### config.mk
export PLATFORM = sky130hd
export DESIGN_NAME = cp0_int_timer_ctrl
export DESIGN_NICKNAME = d
export VERILOG_FILES = /design/src/rtl/cp0_int_timer_ctrl.sv
export SDC_FILE = /design/constraint.sdc
export NUM_CORES = 1
export LEC_CHECK = 0
export CAP_MARGIN = 20
export CORE_MARGIN = 4
export CORE_UTILIZATION = 49
export CTS_BUF_LIST = sky130_fd_sc_hd__clkbuf_4 sky130_fd_sc_hd__clkbuf_8
export DETAILED_ROUTE_END_ITERATION = 6
export GPL_TIMING_DRIVEN = 0
export HOLD_SLACK_MARGIN = 0.03
export PLACE_DENSITY = 0.84
export SLEW_MARGIN = 20
export SYNTH_ARGS = -nofsm -noshare
export SYNTH_HDL_FRONTEND = slang
export SYNTH_SLANG_ARGS = --single-unit
export TNS_END_PERCENT = 100
### constraint.sdc
create_clock -name clk -period 3.5 [get_ports clk]
set_input_delay 0.875 -clock clk [delete_from_list [all_inputs] [get_ports clk]]
set_output_delay 0.875 -clock clk [all_outputs]
set_load 0.01 [all_outputs]
### src/rtl/cp0_int_timer_ctrl.sv
// CP0 interrupt/timer unit: owns Count/Compare/IP[7:0], synchronises and
// latches hardware interrupt lines, and produces the masked request and
// highest-priority pending vector.
module cp0_int_timer_ctrl #(
    parameter int unsigned NUM_HW_INT  = 6,
    parameter int unsigned SYNC_STAGES = 2,
    parameter int unsigned COUNT_DIV   = 2,
    parameter int unsigned TIMER_LINE  = 5,
    parameter int unsigned EDGE_MASK   = 0
) (
    input  logic                  clk,
    input  logic                  rst,
    input  logic                  stall,
    input  logic                  we,
    input  logic [4:0]            waddr,
    input  logic [31:0]           wdata,
    input  logic [NUM_HW_INT-1:0] int_i,
    input  logic [NUM_HW_INT-1:0] int_clr,
    input  logic [1:0]            sw_ip,
    input  logic                  status_ie,
    input  logic                  status_exl,
    input  logic                  status_erl,
    input  logic [7:0]            status_im,
    output logic [31:0]           count_o,
    output logic [31:0]           compare_o,
    output logic                  ti_o,
    output logic [7:0]            ip_o,
    output logic                  int_req,
    output logic [2:0]            int_vec
);

    localparam int unsigned PW = (COUNT_DIV > 1) ? $clog2(COUNT_DIV) : 1;
    localparam logic [PW-1:0] PRESC_LAST = PW'(COUNT_DIV - 1);
    localparam logic [NUM_HW_INT-1:0] EDGE_LINES = NUM_HW_INT'(EDGE_MASK);
    localparam logic [4:0] REG_COUNT   = 5'd9;
    localparam logic [4:0] REG_COMPARE = 5'd11;

    logic [PW-1:0]         presc_q;
    logic [NUM_HW_INT-1:0] sync_q [SYNC_STAGES];
    logic [NUM_HW_INT-1:0] synced_d_q;
    logic [NUM_HW_INT-1:0] pending_q;

    logic                  wr_ok;
    logic                  count_wr;
    logic                  compare_wr;
    logic                  tick;
    logic [31:0]           count_inc;
    logic [NUM_HW_INT-1:0] synced;
    logic [NUM_HW_INT-1:0] rise;
    logic [7:0]            masked;

    assign wr_ok      = we & ~stall;
    assign count_wr   = wr_ok & (waddr == REG_COUNT);
    assign compare_wr = wr_ok & (waddr == REG_COMPARE);
    assign tick       = (presc_q == PRESC_LAST);
    assign count_inc  = count_o + 32'd1;
    assign synced     = sync_q[SYNC_STAGES-1];
    assign rise       = synced & ~synced_d_q;

    // Prescaled Count, Compare and sticky timer interrupt; mtc0 writes win over tick/match.
    always_ff @(posedge clk) begin
        if (rst) begin
            presc_q   <= '0;
            count_o   <= '0;
            compare_o <= '0;
            ti_o      <= 1'b0;
        end else begin
            if (count_wr) begin
                count_o <= wdata;
                presc_q <= '0;
            end else begin
                presc_q <= tick ? '0 : presc_q + PW'(1);
                if (tick) begin
                    count_o <= count_inc;
                end
            end
            if (compare_wr) begin
                compare_o <= wdata;
                ti_o      <= 1'b0;
            end else if (tick && !count_wr && (count_inc == compare_o)) begin
                ti_o <= 1'b1;
            end
        end
    end

    // Input synchroniser chain and per-line level/edge pending stage.
    always_ff @(posedge clk) begin
        if (rst) begin
            for (int s = 0; s < int'(SYNC_STAGES); s++) begin
                sync_q[s] <= '0;
            end
            synced_d_q <= '0;
            pending_q  <= '0;
        end else begin
            sync_q[0] <= int_i;
            for (int s = 1; s < int'(SYNC_STAGES); s++) begin
                sync_q[s] <= sync_q[s-1];
            end
            synced_d_q <= synced;
            pending_q  <= (~EDGE_LINES & synced)
                        | (EDGE_LINES & (rise | (pending_q & ~int_clr)));
        end
    end

    // Cause.IP view: software bits, hardware pending lines, timer folded into its line.
    always_comb begin
        ip_o      = '0;
        ip_o[1:0] = sw_ip;
        for (int i = 0; i < int'(NUM_HW_INT); i++) begin
            ip_o[2+i] = pending_q[i];
        end
        ip_o[2+TIMER_LINE] = ip_o[2+TIMER_LINE] | ti_o;
    end

    assign masked  = ip_o & status_im;
    assign int_req = status_ie & ~status_exl & ~status_erl & (|masked);

    // Priority encoder: highest masked IP bit wins.
    always_comb begin
        int_vec = 3'd0;
        for (int i = 0; i < 8; i++) begin
            if (masked[i]) begin
                int_vec = 3'(i);
            end
        end
    end

endmodule

=== Word level (Yosys, flattened, before mapping) ===
Memory sizes are Yosys's and may differ from the RTL's. A register that Yosys moved wholly into a read port is not among the register bits.
Cells that the tools add are included.

* Add/subtract/negate cells: 2
* Equality and inequality tests: 3
* Muxes and demuxes: 14
* Bitwise gates (word level): 13
* Reduce and logical (&&, ||, !) cells: 7

{| class="wikitable"
|+ Operators by type and width
! kind !! number
|-
| 32-bit 2-to-1 mux || 2
|-
| 32-bit by 1-bit adder with 32-bit output, second input constant || 1
|-
| 32-bit == test || 1
|-
| 3-bit 2-to-1 mux || 6
|-
| 6-bit 2-to-1 mux || 2
|-
| 5-bit by 4-bit == test with 1-bit output, second input constant || 2
|-
| 8-bit AND || 1
|-
| 8-bit OR reduction || 1
|-
| 1-bit AND || 6
|-
| 1-bit 2-to-1 mux || 4
|-
| 1-bit inverter || 3
|-
| 1-bit OR || 3
|-
| 3-bit OR reduction || 1
|-
| 1-bit logical AND || 2
|-
| 2-bit nonzero test || 1
|-
| 2-bit OR reduction || 1
|-
| 1-bit adder, second input constant || 1
|-
| 1-bit logical NOT || 1
|}

* Register bits after elaboration: 66
* RAM bits: 12
* Input port bits: 66
* Output and inout port bits: 77
* Word-level logic and storage cells: 44
* Memories: 1

{| class="wikitable"
|+ Memories
! name !! words !! width !! rd ports !! clocked after Yosys merged registers in !! write ports !! line !! RTL
|-
| sync_q || 2 || 6 || 2 || 1 || 2 || 39 || <nowiki>logic [NUM_HW_INT-1:0] sync_q [SYNC_STAGES];</nowiki>
|}

=== Depth between registers and ports, before layout ===
Gate-level depths: netlist of run 1.

* Depth after elaboration: 9
* Mapped depth: 8
* Depth with buffers taken out: 8

=== Worst setup path before layout of run 1 ===
Ideal clock, no wire load.

* Path type: input-to-output
* Start: input status_im[7]
* End: output int_req
* Arrival: 1712 ps
* Data required time: 2625 ps
* Path slack: 913 ps
* Cell stages on the path: 3
* Buffers on the path: 0
* Cell sequence: and2_1 -> or3_1 -> o211a_1

* Cells in the longest elaborated chain, start to end: 3

{| class="wikitable"
|+ Ends and longest elaborated chain
! element !! line !! RTL
|-
| start, declared || 23 || <nowiki>input logic [7:0] status_im,</nowiki>
|-
| 8-bit AND || 115 || <nowiki>assign masked = ip_o & status_im;</nowiki>
|-
| 8-bit OR reduction || 116 || <nowiki>assign int_req = status_ie & ~status_exl & ~status_erl & (|masked);</nowiki>
|-
| 1-bit AND || 116 ||
|-
| end, declared || 28 || <nowiki>output logic int_req,</nowiki>
|}

No other way between the ends.

=== Final worst setup path of run 1 ===
* Start: input status_im[4]
* End: output int_req

Same word-level chain as after synthesis.

==> results.md, run 1 <==
* Pint at around 1400 uW
* Yosys top cell area share at 0.369
* Final period utilization at 0.982
* Max frequency at 291 MHz
* Slew Limit Fails at 0
* Status: completed
* Crit-path slowest cell: clkdlybuf4s50_1
* Vias at between 4000 and 5000
* Final ANT Viol Nets at 0
* Tightest Hold Check Type: register to register
* Starting DRT DRC Count at 350
* Post-synth EDFFs at 0
* Worst reg2reg path depth at 8
* Clock tree buffer depth at 2
* Hold path depth at 1
* Top cells by area in the synthesized netlist: dfxtp_1 37%, nand2_1 7.4%, xnor2_1 6.9%
* Max-cap violations at 0
* Setup_tns at 0 ns
* Largest net degree at the start of global routing at 16
* Avg Inst Size Synth at approximately 8.0 um^2
* Leading area contributor after synthesis: dfxtp_1
* CP Launch Type: input port
* Inserted Clock Buffers at 9
* Leak at 0.00212 uW
* Total track usage at 0.275
* Combinational Power Share at 0.110
* Root buffer cell: clkbuf_8
* Avg WL per Cell at approximately 18 um
* Least-Margin Pin Slew at 0.767 ns
* Num Clock Sinks at 84
* Vias in the first global route at 4719
* Slowest cell delay on critical path at about 0.48 ns
* CTS clk-pin slew, worst paths at 0.09 ns
* Total die area at 10900 um^2
* Seq/Total Area, Yosys at 0.369
* Mapped cell area at 4560 um^2
* Layout Skew at 0.0205 ns
* Top cells by count, synth: 90 x nand2_1, 84 x dfxtp_1, 46 x nor2_1
* Synth Warn # at 0
* Slew HR at 0.488
* RSZ-0062 raised after global routing: no
* Row Count at 34
* IO Count at approximately 140
* Die W at 104 um
* Placer Congestion at just over 0.9
* Distinct cell type count after synthesis at 57
* 1st-pass router iterations at 5
* CTS tree: yes
* Final Setup Violations at 0
* Critical path buffer and inverter count at 2
* Inserted Diodes at 0
* Crit end category: primary output
* Crit-path cells: clkdlybuf4s50_1, a22o_1, or3_1, o211a_1, clkdlybuf4s50_1
* Most common cell in the synthesized netlist: nand2_1
* CP arrival at around 2.6 ns
* # resized after CTS at 0
* Min Tclk post-route at around 3.4 ns
* Final Net Count at a little under 800
* Initial antenna violation count at 0
* Total Wirelength at 15.1 mm
* Vias per cell at around 5.8
* Final Hold Fails at 0
* Syn Inst Count at between 500 and 600
* HPWL Detailed at 11.5 mm
* Clock latency on the worst-skew pair at about 0.36 ns
* First-pass GRT wire length at between 20 and 25 mm
* Data required, critical path at 2.62 ns
* Hold WS at 0.440 ns
* Share of flip-flops with an asynchronous set or reset at 0
* CP top delay family: buffers and inverters
* Setup repair bufs after CTS at 0
* Clock share of power at 0.355
* Initial Utilization at 0.513
* DRC viols at 0
* Primary FF master, synth: dfxtp_1
* Die height at 104 um
* Crit Path Class: input port to primary output
* Sequential Power Share at 0.535
* Power per cell area at 295 nW/um^2
* Port Buffer Count at 136
* # hold bufs at CTS at 0
* Core box area at around 9000 um^2
* Syn Nets at roughly 640
* Critical path depth in cells at 5
* #FFs+latches synth at between 80 and 90
* CP max FO at 2
* VDD IR max at 177 uV
* Total global routing overflow at 0
* Fraction of power spent switching nets at 0.261
* Worst path most repeated cell: clkdlybuf4s50_1
* Syn-to-layout area delta at 36.8%
* Switching power at 480 uW
* H-tree Lvls at 3
* Share of cells above drive strength 1 at 0.0554
-- layout make-up --
cell class	instances	area, um^2
clock inverters	6	47.5
plain buffers	47	214
inverters	5	18.8
repair buffers	136	1360
fillers	746	2660
well taps	108	135
flip-flops and latches	84	1680
multi-input cells	434	2640
clock buffers	10	131
-- worst paths after layout --
check,end,slack (ns),startpoint
setup / recovery,int_req,0.06,status_im[4]
hold / removal,pending_q[2]$_SDFF_PP0_,0.44,sync_q[1][2]$_SDFF_PP0_
setup reg to reg,ti_o$_SDFFE_PP0P_,0.62,count_o[0]$_SDFFE_PP0P_
hold reg to reg,pending_q[2]$_SDFF_PP0_,0.44,sync_q[1][2]$_SDFF_PP0_
-- flip-flops by register name (all words and copies together) (netlist names) --
| name | cells |
|---|---|
| count_o | 32 |
| sync_q | 12 |
| ti_o | 1 |
| presc_q | 1 |
| compare_o | 32 |
| pending_q | 6 |
-- through the flow --
stage | total power, uW | instances | util | cell area, um^2 | setup WS [ns]
after floorplan | 1080 | 570 | - | 4560 | 0.913
after global placement | 1200 | 814 | 0.681 | 6050 | 0.0855
after detailed placement | 1210 | 814 | 0.681 | 6050 | 0.0657
after CTS | 1840 | 830 | 0.701 | 6230 | 0.0601
after global routing | 1900 | 830 | 0.701 | 6230 | 0.00517
final | 1840 | 830 | 0.701 | 6230 | 0.0646
-- layout by cell type, fill, tap and decap left out, types with 6 or more instances in the layout --
cell type        instances
a311oi_1                 7
xnor2_1                 36
dfxtp_1                 84
a211oi_1                26
o21ai_0                 11
a21oi_1                 41
buf_4                    8
xor2_1                  33
nand4_1                 16
nand3_1                 18
clkbuf_1                32
clkbuf_8                 9
nand2_1                 90
or3_1                   11
nor2_1                  46
clkdlybuf4s50_1        136
nor3_1                   8
nor2b_1                 19
buf_2                    6
nor4_1                   7
-- power by group through the flow --
stage               sequential [uW]  clock (uW)  combinational, uW
finish                          984         652                203
CTS                             983         657                202
global placement               1010           0                198
detailed placement             1010           0                201
floorplan                      1010           0               72.9
global route                    986         696                215
-- routing by layer --
layer	track usage	share of wire	vias to the layer above
met2	0.458	0.47	228
met4	0.0893	0.021	0
met3	0.0602	0.079	30
met5	0	0	-
met1	0.352	0.43	2261
li1	-	-	2282
-- cells by family (layout without fill, tap and decap cells) --
family | after synthesis | in the layout | share of synthesized area
and+or+nand+nor | 252 | 252 | 0.284
AOI/OAI and AO/OA | 111 | 111 | 0.158
DFF | 84 | 84 | 0.369
xor gates and xnor gates | 69 | 69 | 0.133
buffers and inverters | 52 | 204 | 0.0511
adders and majority gates | 1 | 1 | 0.00275
muxes | 1 | 1 | 0.00220
No activity file was read; power rests on OpenSTA's default activity.
==> run 2, diff against run 1 <==
CORE_MARGIN = not set   (was 4)
==> results.md, run 2 (same netlist as run 1, synthesis figures left out) <==
* Final ANT Viol Nets at 0
* Biggest regs: compare_o: 32 flops, count_o: 32 flops, sync_q: 12 flops
* Max frequency at 290 MHz
* Min Tclk post-route at 3.44 ns
* Total Wirelength at between 10 and 15 mm
* H-tree Lvls at 3
* Placed Area at 6050 um^2
* Crit Path Class: input port to primary output
* Sequential Power Share at 0.530
* Core box area at 8850 um^2
* Failing checks: DRC
* Clock tree buffer depth at 2
* Data required, critical path at 2.62 ns
* DRC viols at 11
* Die height at 98.4 um
* Die W at 98.4 um
* Commonest non-fill, non-tap cell in the layout: clkdlybuf4s50_1
* Multi-input logic area at 2640 um^2
* Post-Place Cells at 814
* Initial Utilization at 0.515
* CP Launch Type: input port
* CTS tree: yes
* Num Clock Sinks at 84
* # resized after CTS at 0
* 1st-pass router iterations at 7
* Setup repair bufs after CTS at 0
* Layout Skew at 0.0122 ns
* Power per cell area at 297 nW/um^2
* Share of cells above drive strength 1 at 0.0554
* Crit end category: primary output
* Total die area at 9690 um^2
* First-pass GRT wire length at 23.3 mm
* Initial antenna violation count at 0
* Switching power at around 500 uW
* Starting DRT DRC Count at 332
* Layout filler cell count at 732
* Most frequent cells in the layout: 136 x clkdlybuf4s50_1, 90 x nand2_1, 84 x dfxtp_1, 46 x nor2_1, 41 x a21oi_1
* RSZ-0062 raised after global routing: no
* CTS clk-pin slew, worst paths at around 0.090 ns
* Clock latency on the worst-skew pair at 0.37 ns
* Pint at 1360 uW
* CP arrival at 2.57 ns
* Fraction of power spent switching nets at 0.268
* Vias per cell at 5.78
* Tightest Hold Check Type: register to register
* Total track usage at 0.304
* Setup_tns at 0 ns
* Root buffer cell: clkbuf_8
* HPWL Detailed at around 11 mm
* Clock share of power at 0.360
* Inserted Diodes at 0
* VDD IR max at approximately 210 uV
* Final period utilization at 0.984
* Largest net degree at the start of global routing at 17
* Slowest cell delay on critical path at 0.48 ns
* Final Net Count at 784
* Final Hold Fails at 0
* Avg WL per Cell at 17.5 um
* Least-Margin Pin Slew at 0.741 ns
* Flop-to-flop setup slack at 0.58 ns
* Vias in the first global route at around 4600
* Row Count at 34
* Final core utilization at 0.705
* Slew Limit Fails at 0
* Crit-path slowest cell: clkdlybuf4s50_1
* Sequential cell area at 1680 um^2
* IO Count at 143
* CP max FO at 2
* Combinational Power Share at 0.109
* Finished Layout Cells at slightly above 800
* Total global routing overflow at 0
* Worst path most repeated cell: clkdlybuf4s50_1
* # hold bufs at CTS at 0
* Max-cap violations at 0
* Status: finished with violations
* Vias at 4798
* Syn-to-layout area delta at 36.8%
* Leak at roughly 0.0021 uW
* Hold WS at approximately 0.44 ns
* Inserted Clock Buffers at 9
* Placer Congestion at 0.934
* Final Setup Violations at 0
* Post-route cell area at 6230 um^2
* Port Buffer Count at 136
* Slew HR at 0.506
* Crit-path cells: clkdlybuf4s50_1, a22o_1, or3_1, o211a_1, clkdlybuf4s50_1
[run 2: cell count changes in the layout (fill, tap and decap cells not counted)]
cell and delta:
clkinv_2 +1, inv_6 +1, inv_8 +1, clkinvlp_4 -2, clkbuf_4 -1
[run 2: path summary, 6_finish.rpt]
check                          start                      end  depth (start not counted)
min reg2reg  sync_q[1][4]$_SDFF_PP0_  pending_q[4]$_SDFF_PP0_                          1
max                     status_im[4]                  int_req                          5
min          sync_q[1][4]$_SDFF_PP0_  pending_q[4]$_SDFF_PP0_                          1
max reg2reg  count_o[0]$_SDFFE_PP0P_        ti_o$_SDFFE_PP0P_                          8
[run 2: critical path, delay by kind of cell]
kind            cells  cell delay [ns]
simple gates        1             0.33
compound gates      2             0.46
buf+inv             2             0.91
[run 2: area by class of cell]
cell class | instances | share of cell area
clock buffers | 9 | 0.0199
inverters | 5 | 0.00301
repair buffers | 136 | 0.218
plain buffers | 47 | 0.0343
well taps | 108 | 0.0217
multi-input cells | 434 | 0.424
clock inverters | 7 | 0.00923
flip-flops and latches | 84 | 0.270
[run 2: metal layers]
metal / GRT usage / part of all wire
met3: 0.0546 / 0.086
met2: 0.506 / 0.47
met5: 0 / 0
met1: 0.407 / 0.43
met4: 0.0827 / 0.014
[run 2: through the flow]
step / total power (uW) / worst slack (ns)
2_1_floorplan: 1080 / 0.913
3_3_place_gp: 1200 / 0.0763
3_5_place_dp: 1210 / 0.0545
4_1_cts: 1850 / 0.0509
5_1_grt: 1910 / 0.0259
6_report: 1850 / 0.0574
[run 2: power by group through the flow]
| stage | registers [uW] | logic [uW] | clock network, uW |
|---|---|---|---|
| 4_1_cts | 984 | 202 | 668 |
| 5_1_grt | 986 | 215 | 712 |
| 3_5_place_dp | 1010 | 200 | 0 |
| 3_3_place_gp | 1010 | 197 | 0 |
| 2_1_floorplan | 1010 | 72.9 | 0 |
| 6_report | 984 | 202 | 668 |
